### config.mk
export PLATFORM = sky130hd
export DESIGN_NAME = sn_req_dispatcher
export DESIGN_NICKNAME = d
export VERILOG_FILES = /design/src/rtl/sn_tc_pkg.sv /design/src/rtl/sn_req_fifo.sv /design/src/rtl/sn_req_dispatcher.sv
export SDC_FILE = /design/constraint.sdc
export NUM_CORES = 1
export LEC_CHECK = 0
export CORE_MARGIN = 5
export CORE_UTILIZATION = 50
export CTS_BUF_LIST = sky130_fd_sc_hd__clkbuf_16
export DETAILED_ROUTE_END_ITERATION = 12
export MAX_ROUTING_LAYER = met4
export PLACE_DENSITY = 0.72
export SYNTH_ARGS = -nofsm -noshare
export SYNTH_HDL_FRONTEND = slang
export SYNTH_SLANG_ARGS = --single-unit
export TNS_END_PERCENT = 100
### constraint.sdc
create_clock -name clk -period 19.16 [get_ports clk]
set_input_delay 2.874 -clock clk [delete_from_list [all_inputs] [get_ports clk]]
set_output_delay 2.874 -clock clk [all_outputs]
set_load 0.1 [all_outputs]
### src/rtl/sn_tc_pkg.sv
// Shared types for the SN <-> TC work-request path.
package sn_tc_pkg;

  localparam int SN_ADDR_WIDTH  = 64;
  localparam int SN_WL_LEN_BITS = 32;

  typedef struct packed {
    logic [SN_ADDR_WIDTH-1:0]  addr;
    logic [SN_WL_LEN_BITS-1:0] len;
  } sn_req_t;

  // Width of a counter that must hold the values 0..n inclusive.
  function automatic int clog2_cnt(input int n);
    return $clog2(n) + 1;
  endfunction

endpackage

### src/rtl/sn_req_fifo.sv
// Synchronous request FIFO with a registered head entry that holds its
// last value while the FIFO is empty.
module sn_req_fifo
  import sn_tc_pkg::*;
#(
  parameter int DEPTH = 4
) (
  input  logic                        clk,
  input  logic                        rst,
  input  logic                        push,
  input  logic                        pop,
  input  sn_req_t                     push_data,
  output logic                        full,
  output logic                        empty,
  output logic [clog2_cnt(DEPTH)-1:0] count,
  output sn_req_t                     head
);

  localparam int PW = clog2_cnt(DEPTH);
  localparam int AW = PW - 1;

  sn_req_t         mem [DEPTH];
  logic [PW-1:0]   wr_ptr;
  logic [PW-1:0]   rd_ptr;
  logic [PW-1:0]   wr_nxt;
  logic [PW-1:0]   rd_nxt;

  always_comb begin
    wr_nxt = wr_ptr + PW'(push);
    rd_nxt = rd_ptr + PW'(pop);
  end

  assign empty = (wr_ptr == rd_ptr);
  assign full  = (wr_ptr[AW] != rd_ptr[AW]) && (wr_ptr[AW-1:0] == rd_ptr[AW-1:0]);
  assign count = wr_ptr - rd_ptr;

  always_ff @(posedge clk) begin
    if (push) begin
      mem[wr_ptr[AW-1:0]] <= push_data;
    end
  end

  // The new head comes from the write port when it is the entry being pushed now.
  always_ff @(posedge clk) begin
    if (rst) begin
      wr_ptr <= '0;
      rd_ptr <= '0;
      head   <= '0;
    end else begin
      wr_ptr <= wr_nxt;
      rd_ptr <= rd_nxt;
      if (wr_nxt != rd_nxt) begin
        head <= (rd_nxt == wr_ptr) ? push_data : mem[rd_nxt[AW-1:0]];
      end
    end
  end

endmodule

### src/rtl/sn_req_dispatcher.sv
// Presents queued work-list requests to the thread controller, limits the
// number in flight and flags handshake violations.
module sn_req_dispatcher
  import sn_tc_pkg::*;
#(
  parameter int ADDR_WIDTH      = 64,
  parameter int WL_LEN_BITS     = 32,
  parameter int DEPTH           = 4,
  parameter int MAX_OUTSTANDING = 1
) (
  input  logic                                  clk,
  input  logic                                  rst,
  input  logic                                  in_valid,
  output logic                                  in_ready,
  input  logic [ADDR_WIDTH-1:0]                 in_addr,
  input  logic [WL_LEN_BITS-1:0]                in_len,
  output logic                                  next_op,
  output logic [ADDR_WIDTH-1:0]                 next_addr,
  output logic [WL_LEN_BITS-1:0]                next_len,
  input  logic                                  clr_next,
  input  logic                                  req_done,
  output logic [$clog2(DEPTH):0]                queue_count,
  output logic [$clog2(MAX_OUTSTANDING):0]      outstanding,
  output logic                                  idle,
  output logic                                  proto_err
);

  localparam int OW = $clog2(MAX_OUTSTANDING) + 1;
  localparam logic [OW-1:0] MAX_OUT = OW'(MAX_OUTSTANDING);
  localparam logic [OW-1:0] ONE     = OW'(1);

  sn_req_t in_req;
  sn_req_t head;
  logic    full;
  logic    empty;
  logic    push;
  logic    pop;
  logic    done_ok;

  assign in_req.addr = SN_ADDR_WIDTH'(in_addr);
  assign in_req.len  = SN_WL_LEN_BITS'(in_len);

  // Zero-length requests are acknowledged but never reach the FIFO.
  assign in_ready = !full;
  assign push     = in_valid && in_ready && (in_len != '0);
  assign next_op  = !empty && (outstanding < MAX_OUT);
  assign pop      = clr_next && next_op;
  assign done_ok  = req_done && (outstanding != '0);

  assign next_addr = ADDR_WIDTH'(head.addr);
  assign next_len  = WL_LEN_BITS'(head.len);
  assign idle      = (queue_count == '0) && (outstanding == '0);

  sn_req_fifo #(
    .DEPTH(DEPTH)
  ) u_fifo (
    .clk      (clk),
    .rst      (rst),
    .push     (push),
    .pop      (pop),
    .push_data(in_req),
    .full     (full),
    .empty    (empty),
    .count    (queue_count),
    .head     (head)
  );

  always_ff @(posedge clk) begin
    if (rst) begin
      outstanding <= '0;
      proto_err   <= 1'b0;
    end else begin
      if (pop && !done_ok) begin
        outstanding <= outstanding + ONE;
      end else if (!pop && done_ok) begin
        outstanding <= outstanding - ONE;
      end
      if ((clr_next && !next_op) || (req_done && (outstanding == '0))) begin
        proto_err <= 1'b1;
      end
    end
  end

endmodule
==> results.cfg, run 1 <==
[setup_path]
endpoint_kind = register
critPathLaunch = in_len[14]
crit_end = u_fifo.head[53]$_SDFFE_PP0P_
r2r_end = u_fifo.head[53]$_SDFFE_PP0P_
reg2reg_depth = 12
required_ps = 19560
max_stage_delay_ps = 850
r2r_setup_slack_ps = 13970
path_class = primary input to register
cp.arrival_ps = 7900
crit_fanout = 54
start_kind = primary input
crit_path_top_delay_cell = buf_4
rr_startpoint = u_fifo.wr_ptr[0]$_SDFF_PP0_
crit_path_cell_trace = clkdlybuf4s50_1 > nor4_1 > nand4_1 > o211ai_1 > inv_1 > ha_1 > ha_1 > xor2_1 > nor2_4 > buf_4 > and2_4 > buf_4 > a221oi_1

[logic_synthesis]
syn_avg_cell_area_um2 = 17.4
yosysSeqAreaShare = 0.702
synth-compound-area-share = 0.0947
ys_warn_count = 0
synth_area_mm2 = 0.0194
synthSimpleGateAreaFrac = 0.0397
netlist.area_leader.share = 0.595
synth.distinct_cells = 31
syn_nets = 1222
ys_seq_elements = 488
synth_top_area_cell = edfxtp_1
synthAdderAreaFrac = 0.00555
synth_cells = 1113
synth_xor_area_frac = 0.00619
yosys-top-cells-area = edfxtp_1, mux4_2, dfxtp_1
synth_top_family_by_area = multiplexers
synth_mux_area_frac = 0.112

[power_and_ir_drop]
swShare = 0.408
p_int_uw = 2470
ir_worst_vdd_v = 0.000165
leakage_uw = 0.00780
power_frac_seq = 0.320
comb_power_share = 0.446
p_sw_uw = 1710
p_clk_frac = 0.234
p_per_area_mw_per_mm2 = 177

[clock_tree]
clk_path_buf_depth = 3
tritoncts = yes
clk_latency_ps = 580
root_buffer = clkbuf_16
path_clk_slew_ps = 60
htree_levels = 2
cts_buffers = 49
cts.sinks = 488
cts_resized = 0
cts_hold_buf = 0
post_cts_buffers = 0

[place]
port_buffers = 204
hpwl_um = 24700
place_congestion = 0.765
placed_cells = 1768

[global_route]
grt_pass1_vias = 11600
grt-ovfl-total = 0
grtUsageTotal = 0.213
grt_pass1_wl_um = 67800
grt_max_degree = 107
antenna_found_initial = 0

[run]
maxCapViolCount = 0

[floorplan]
io_pins = 205
dieArea_mm2 = 0.0428
fp-row-count = 72
fp.coreArea_mm2 = 0.0385
die_w_um = 207
die_h_um = 207
initial_core_util = 0.504

[cells_and_area]
synthToLayoutAreaGrowth_pct = 21.5
fin_cells = 1859
drive_gt1_frac = 0.178
diodes = 0
final_cell_mix = edfxtp_1, clkdlybuf4s50_1, inv_1
final_util = 0.612
final_common_cell = edfxtp_1
fin_nets = 1410

[sta]
hold_viol = 0
min_period_ps = 7500
worst_slew_pin_slew_ps = 1110
rsz0062_at_grt = no
fin_crit_sh = 0.392
finClkSkew_ps = 19.0
tns_ps = 0
slew_headroom = 0.255
slew_violations = 0
max_freq_mhz = 133
setup_viol = 0

[route]
dr.pass1.iters = 5
routed_wl_um = 44300
avgRoutedWirePerCell_um = 23.8
route.detailed.drc = 0
via_count = 11000
ant_nets = 0
vias_per_cell = 5.89
drtIter0Drc = 810

[min_path]
hp-class = register to register

[outcome]
status = complete, no violations
[state kept, by name, summed over array words and instances (netlist names)]
signal,cells
u_fifo.mem,384
u_fifo.head,96
u_fifo.rd_ptr,3
u_fifo.wr_ptr,3
outstanding,1
proto_err,1
[area by class of cell]
cell class | count | area, µm²
Multi-Input combinational cell | 436 | 5070
Clock inverter | 40 | 379
Inverter | 103 | 387
Fill cell | 2831 | 14900
Clock buffer | 51 | 1280
Timing Repair Buffer | 223 | 2180
Sequential cell | 488 | 13600
Tap cell | 518 | 648
[worst min path at each step]
stage / startpoint / to / slack (ps) / cells after the start
2_1_floorplan: u_fifo.rd_ptr[2]$_SDFF_PP0_ / u_fifo.rd_ptr[2]$_SDFF_PP0_ / 530 / 2
3_3_place_gp: u_fifo.head[21]$_SDFFE_PP0P_ / u_fifo.head[21]$_SDFFE_PP0P_ / 450 / 2
3_5_place_dp: u_fifo.head[21]$_SDFFE_PP0P_ / u_fifo.head[21]$_SDFFE_PP0P_ / 450 / 2
4_1_cts: u_fifo.head[21]$_SDFFE_PP0P_ / u_fifo.head[21]$_SDFFE_PP0P_ / 460 / 2
5_1_grt: u_fifo.head[38]$_SDFFE_PP0P_ / u_fifo.head[38]$_SDFFE_PP0P_ / 490 / 2
6_report: u_fifo.head[60]$_SDFFE_PP0P_ / u_fifo.head[60]$_SDFFE_PP0P_ / 460 / 2
[cells by family (layout without fill, tap and decap cells)]
group,Yosys count,in the layout
AOI/OAI and AO/OA,196,196
xor gates and xnor gates,11,11
adders and majority gates,8,8
buffers and inverters,189,417
DFF,488,488
muxes,96,96
and+or+nand+nor,125,125
[power by group through the flow]
stage               clock, µW  combinational, µW  sequential (µW)
finish                    978               1860             1340
detailed placement          0               1880             1360
CTS                      1000               1880             1340
global route             1040               1980             1350
global placement            0               1850             1360
floorplan                   0                924             1910
[routing by layer]
| metal | GRT usage | vias up | share of wire |
|---|---|---|---|
| li1 | - | 4794 | - |
| met1 | 0.296 | 5705 | 0.42 |
| met2 | 0.335 | 403 | 0.49 |
| met3 | 0.0377 | 48 | 0.073 |
| met4 | 0.0529 | 0 | 0.016 |
| met5 | - | - | 0 |
[critical path, delay by kind of cell]
family / cells / cell delay, ps
simple gates: 4 / 1530
xor+xnor: 1 / 170
fa+ha+maj: 2 / 490
compound gates: 2 / 770
buf+inv: 4 / 1990
[stage by stage]
stage	area, µm²	hold WS [ps]	power, µW	setup slack (ps)
2_1_floorplan	19400	527	2830	8760
3_3_place_gp	21900	450	3210	11130
3_5_place_dp	21900	452	3230	11080
4_1_cts	23600	462	4220	11680
5_1_grt	23600	486	4380	11420
6_report	23600	461	4180	11660
[cell usage after synthesis (all sizes together)]
cell type	count
a21oi	2
a221oi	96
a22oi	96
a31oi	1
and2	2
buf	33
clkbuf	53
dfxtp	104
edfxtp	384
fa	1
ha	7
inv	103
mux4	96
nand2	1
nand2b	97
nand3b	1
nand4	2
nor2	4
nor2b	4
nor3	5
nor4	9
o211ai	1
xnor2	5
xor2	5
xor3	1
No activity file was read; power rests on OpenSTA's default activity.
==> inputs of run 2 (changes only) <==
Clock period 19.16 ns to 7.9 ns, I/O delays scaled along.
==> run 2 against run 1 <==
- cell count rose by 0.32%
- core utilization fell by 0.13 points
- highest routed layer unchanged
- sequential cell count did not move
- hold slack got worse by 5.5 ps
- die area did not move
==> results.cfg, run 2 (same netlist as run 1, synthesis figures left out) <==
[outcome]
status = complete, no violations

[sta]
finalHoldWorstSlack_ps = 455
rsz0062_at_grt = no
finClkSkew_ps = 14.1
hold_viol = 0
min_period_ps = 5180
fin_crit_sh = 0.655
setup_viol = 0
max_freq_mhz = 193
worst_slew_pin_slew_ps = 1070
slew_headroom = 0.283
tns_ps = 0
slew_violations = 0

[cells_and_area]
fin_cells = 1865
final_cell_mix = edfxtp_1, clkdlybuf4s50_1, inv_1
fin_nets = 1413
fin_area_mm2 = 0.0235
filler_cell_count = 2844
largest_reg_flops = 384
final_common_cell = edfxtp_1
synthToLayoutAreaGrowth_pct = 21.2
drive_gt1_frac = 0.175

[clock_tree]
path_clk_slew_ps = 60
htree_levels = 2
cts_hold_buf = 0
tritoncts = yes
post_cts_buffers = 0
clk_latency_ps = 570
cts.sinks = 488
clk_path_buf_depth = 3
root_buffer = clkbuf_16
cts_resized = 0
cts_buffers = 50

[route]
routed_wl_um = 43000
via_count = 10900
route.detailed.drc = 0
avgRoutedWirePerCell_um = 23.1
dr.pass1.iters = 5
drtIter0Drc = 728
vias_per_cell = 5.84
ant_nets = 0

[place]
hpwl_um = 24000
placed_cells = 1770
place_congestion = 0.740
dpl_cell_area_mm2 = 0.0219
port_buffers = 204

[setup_path]
required_ps = 8360
cp.arrival_ps = 5640
crit_fanout = 66
rr_startpoint = u_fifo.wr_ptr[0]$_SDFF_PP0_
start_kind = primary input
path_class = primary input to register
r2r_end = u_fifo.head[55]$_SDFFE_PP0P_
reg2reg_depth = 12
r2r_setup_slack_ps = 3330
endpoint_kind = register

[global_route]
antenna_found_initial = 1
grt-ovfl-total = 0
grt_pass1_vias = 11200
grtUsageTotal = 0.208
grt_pass1_wl_um = 66400
grt_max_degree = 193

[floorplan]
io_pins = 205
initial_core_util = 0.504
dieArea_mm2 = 0.0428
fp-row-count = 72
die_h_um = 207
die_w_um = 207
fp.coreArea_mm2 = 0.0385

[power_and_ir_drop]
p_per_area_mw_per_mm2 = 425
leakage_uw = 0.00779
swShare = 0.411
p_total_uw = 9990
p_sw_uw = 4100
p_clk_frac = 0.224
ir_worst_vdd_v = 0.000528
power_frac_seq = 0.324
p_int_uw = 5890
comb_power_share = 0.452

[min_path]
hold_end = u_fifo.head[20]$_SDFFE_PP0P_
hold_path_depth = 2
hold_start = u_fifo.head[20]$_SDFFE_PP0P_
hp-class = register to register

[run]
maxCapViolCount = 0
run 2: power by group through the flow:
stage	combinational [µW]	clock (µW)	sequential, µW
after CTS	4570	2290	3240
final	4520	2240	3240
after global routing	4800	2400	3270
after floorplan	2240	0	4630
after global placement	4510	0	3280
after detailed placement	4560	0	3290
run 2: per-stage QoR:
step	setup slack [ps]	util
finish	2720	0.611
global route	2510	0.611
CTS	2750	0.611
detailed placement	2160	0.570
global placement	2240	0.570
floorplan	-1240	-
run 2: worst max-delay path: stages:
cell             delay (ps)
clkdlybuf4s50_1         500
nor4_1                  460
nand4_1                 300
o211ai_1                550
inv_1                   100
ha_1                    200
ha_1                    290
xor2_1                  170
nor2_4                  130
buf_4                   380
buf_4                   810
a22oi_1                 170
a221oi_1                330
run 2: area by class of cell:
cell class                 instances  area, µm²  share of cell area
multi-input combinational        436       5070               0.216
clock buffer                      53       1330              0.0564
tap                              518        648              0.0276
inverter                         103        387              0.0165
clock inverter                    41        246              0.0105
sequential                       488      13600               0.579
antenna                            1       2.50            0.000106
timing repair buffer             225       2210              0.0940
run 2: how the worst max path moves through the flow:
| stage | depth (start not counted) | startpoint | slack (ps) | to |
|---|---|---|---|---|
| 3_3_place_gp | 13 | in_len[31] | 2240 | u_fifo.head[40]$_SDFFE_PP0P_ |
| 4_1_cts | 13 | in_len[31] | 2750 | u_fifo.head[55]$_SDFFE_PP0P_ |
| 6_report | 13 | in_len[31] | 2720 | u_fifo.head[55]$_SDFFE_PP0P_ |
| 3_5_place_dp | 13 | in_len[31] | 2160 | u_fifo.head[55]$_SDFFE_PP0P_ |
| 2_1_floorplan | 5 | u_fifo.wr_ptr[0]$_SDFF_PP0_ | -1240 | u_fifo.mem[2][0]$_DFFE_PP_ |
| 5_1_grt | 13 | in_len[14] | 2510 | u_fifo.head[55]$_SDFFE_PP0P_ |
run 2: routing by layer:
metal | wire, µm | vias to the layer above | track usage
met1 | 18300 | 5624 | 0.287
li1 | - | 4812 | -
met5 | 0 | - | -
met2 | 21000 | 390 | 0.328
met3 | 3020 | 63 | 0.0423
met4 | 630 | 0 | 0.0456
==> inputs of run 3 (changes only) <==
Clock period 7.9 ns to 5.1 ns, I/O delays scaled along.
==> run 3 against run 2 <==
- hold slack improved by 4.9 ps
- highest routed layer unchanged
- clock skew rose by 5.9 ps
- first-iteration DRC count grew 21%
- sequential cell count is the same
- die area stayed put
- largest power group unchanged
- wire length increased by 1.5%
- register-to-register slack worse by 2100 ps
- cell count about the same
==> results.cfg, run 3 (same netlist as run 1, synthesis figures left out) <==
[power_and_ir_drop]
ir_worst_vdd_v = 0.000504
leakage_uw = 0.00782
p_per_area_mw_per_mm2 = 656

[min_path]
hold_path_depth = 2
hold_start = u_fifo.head[27]$_SDFFE_PP0P_
hold_end = u_fifo.head[27]$_SDFFE_PP0P_
hp-class = register to register

[sta]
slew_headroom = 0.237
worst_slew_pin_slew_ps = 1140
finClkSkew_ps = 20.0
setup_viol = 0
fin_ws_ps = 852
finalHoldWorstSlack_ps = 460
min_period_ps = 4250
slew_violations = 0
max_freq_mhz = 235
fin_crit_sh = 0.833
rsz0062_at_grt = no
hold_viol = 0

[place]
place_congestion = 0.725
dpl_cell_area_mm2 = 0.0221
port_buffers = 204
place_ws_ps = 566
hpwl_um = 23800

[setup_path]
rr_startpoint = u_fifo.wr_ptr[0]$_SDFF_PP0_
reg2reg_depth = 11
start_kind = register
r2r_setup_slack_ps = 1240
r2r_end = u_fifo.head[53]$_SDFFE_PP0P_
path_class = register to output port
cp.arrival_ps = 3480
endpoint_kind = output port
required_ps = 4340
crit_fanout = 5

[global_route]
antenna_found_initial = 1
grt_max_degree = 129
grt-ovfl-total = 0
grt_pass1_wl_um = 67500
grtUsageTotal = 0.213
grt_pass1_vias = 11400

[floorplan]
die_h_um = 207
initial_core_util = 0.504
die_w_um = 207
fp-row-count = 72
dieArea_mm2 = 0.0428
io_pins = 205
fp.coreArea_mm2 = 0.0385

[cells_and_area]
final_common_cell = edfxtp_1
fin_nets = 1414
drive_gt1_frac = 0.180
largest_reg_flops = 384
fin_area_mm2 = 0.0236
final_util = 0.613
synthToLayoutAreaGrowth_pct = 21.6
final_cell_mix = edfxtp_1, clkdlybuf4s50_1, inv_1

[route]
routed_wl_um = 43700
via_count = 11000
drtIter0Drc = 881
vias_per_cell = 5.90
avgRoutedWirePerCell_um = 23.4
route.detailed.drc = 0
ant_nets = 0
dr.pass1.iters = 5

[clock_tree]
path_clk_slew_ps = 60
cts_buffers = 49
cts_resized = 0
clk_path_buf_depth = 3
tritoncts = yes
post_cts_buffers = 0
clk_latency_ps = 580
cts_hold_buf = 0
cts.sinks = 488
htree_levels = 2
root_buffer = clkbuf_16

[outcome]
status = complete, no violations

[run]
maxCapViolCount = 0
## run 3: worst max-delay path by stage
| stage | startpoint | cells after the start | endpoint |
|---|---|---|---|
| 2_1_floorplan | u_fifo.wr_ptr[0]$_SDFF_PP0_ | 5 | u_fifo.mem[1][0]$_DFFE_PP_ |
| 3_3_place_gp | in_len[31] | 13 | u_fifo.head[72]$_SDFFE_PP0P_ |
| 3_5_place_dp | in_len[30] | 13 | u_fifo.head[73]$_SDFFE_PP0P_ |
| 4_1_cts | u_fifo.wr_ptr[0]$_SDFF_PP0_ | 6 | idle |
| 5_1_grt | u_fifo.wr_ptr[0]$_SDFF_PP0_ | 6 | idle |
| 6_report | u_fifo.wr_ptr[0]$_SDFF_PP0_ | 6 | idle |
## run 3: metal layers
| layer | GRT usage | wire length, µm | vias to the layer above |
|---|---|---|---|
| met4 | 0.0477 | 737 | 0 |
| met2 | 0.334 | 21300 | 399 |
| met5 | - | 0 | - |
| met3 | 0.0409 | 3040 | 53 |
| met1 | 0.296 | 18600 | 5728 |
| li1 | - | - | 4817 |
## run 3: through the flow
step | total power (µW) | instances | setup TNS (ps)
6_report | 15500 | 1864 | 0
4_1_cts | 15600 | 1863 | 0
5_1_grt | 16200 | 1864 | 0
3_5_place_dp | 12300 | 1772 | 0
2_1_floorplan | 10600 | 1113 | -461980
3_3_place_gp | 12200 | 1772 | 0
## run 3: cell type report
class	count	area [µm²]
antenna	1	2.50
clock buffer	51	1280
clock inverter	40	214
fill	2883	14900
inverter	103	387
multi-input combinational	436	5110
sequential	488	13600
tap	518	648
timing repair buffer	227	2340
## run 3: critical path, stage by stage, from the launching register on
cell             delay, ps
dfxtp_1                510
inv_1                  190
ha_1                   230
fa_1                   410
xnor2_2                180
nor4_2                 220
clkdlybuf4s50_1       1170
## run 3: power breakdown
part           total (µW)  internal, µW  switching, µW
Sequential           5020          4780            238
Clock                3330          1860           1470
Combinational        7130          2420           4700
Total               15500          9070           6420
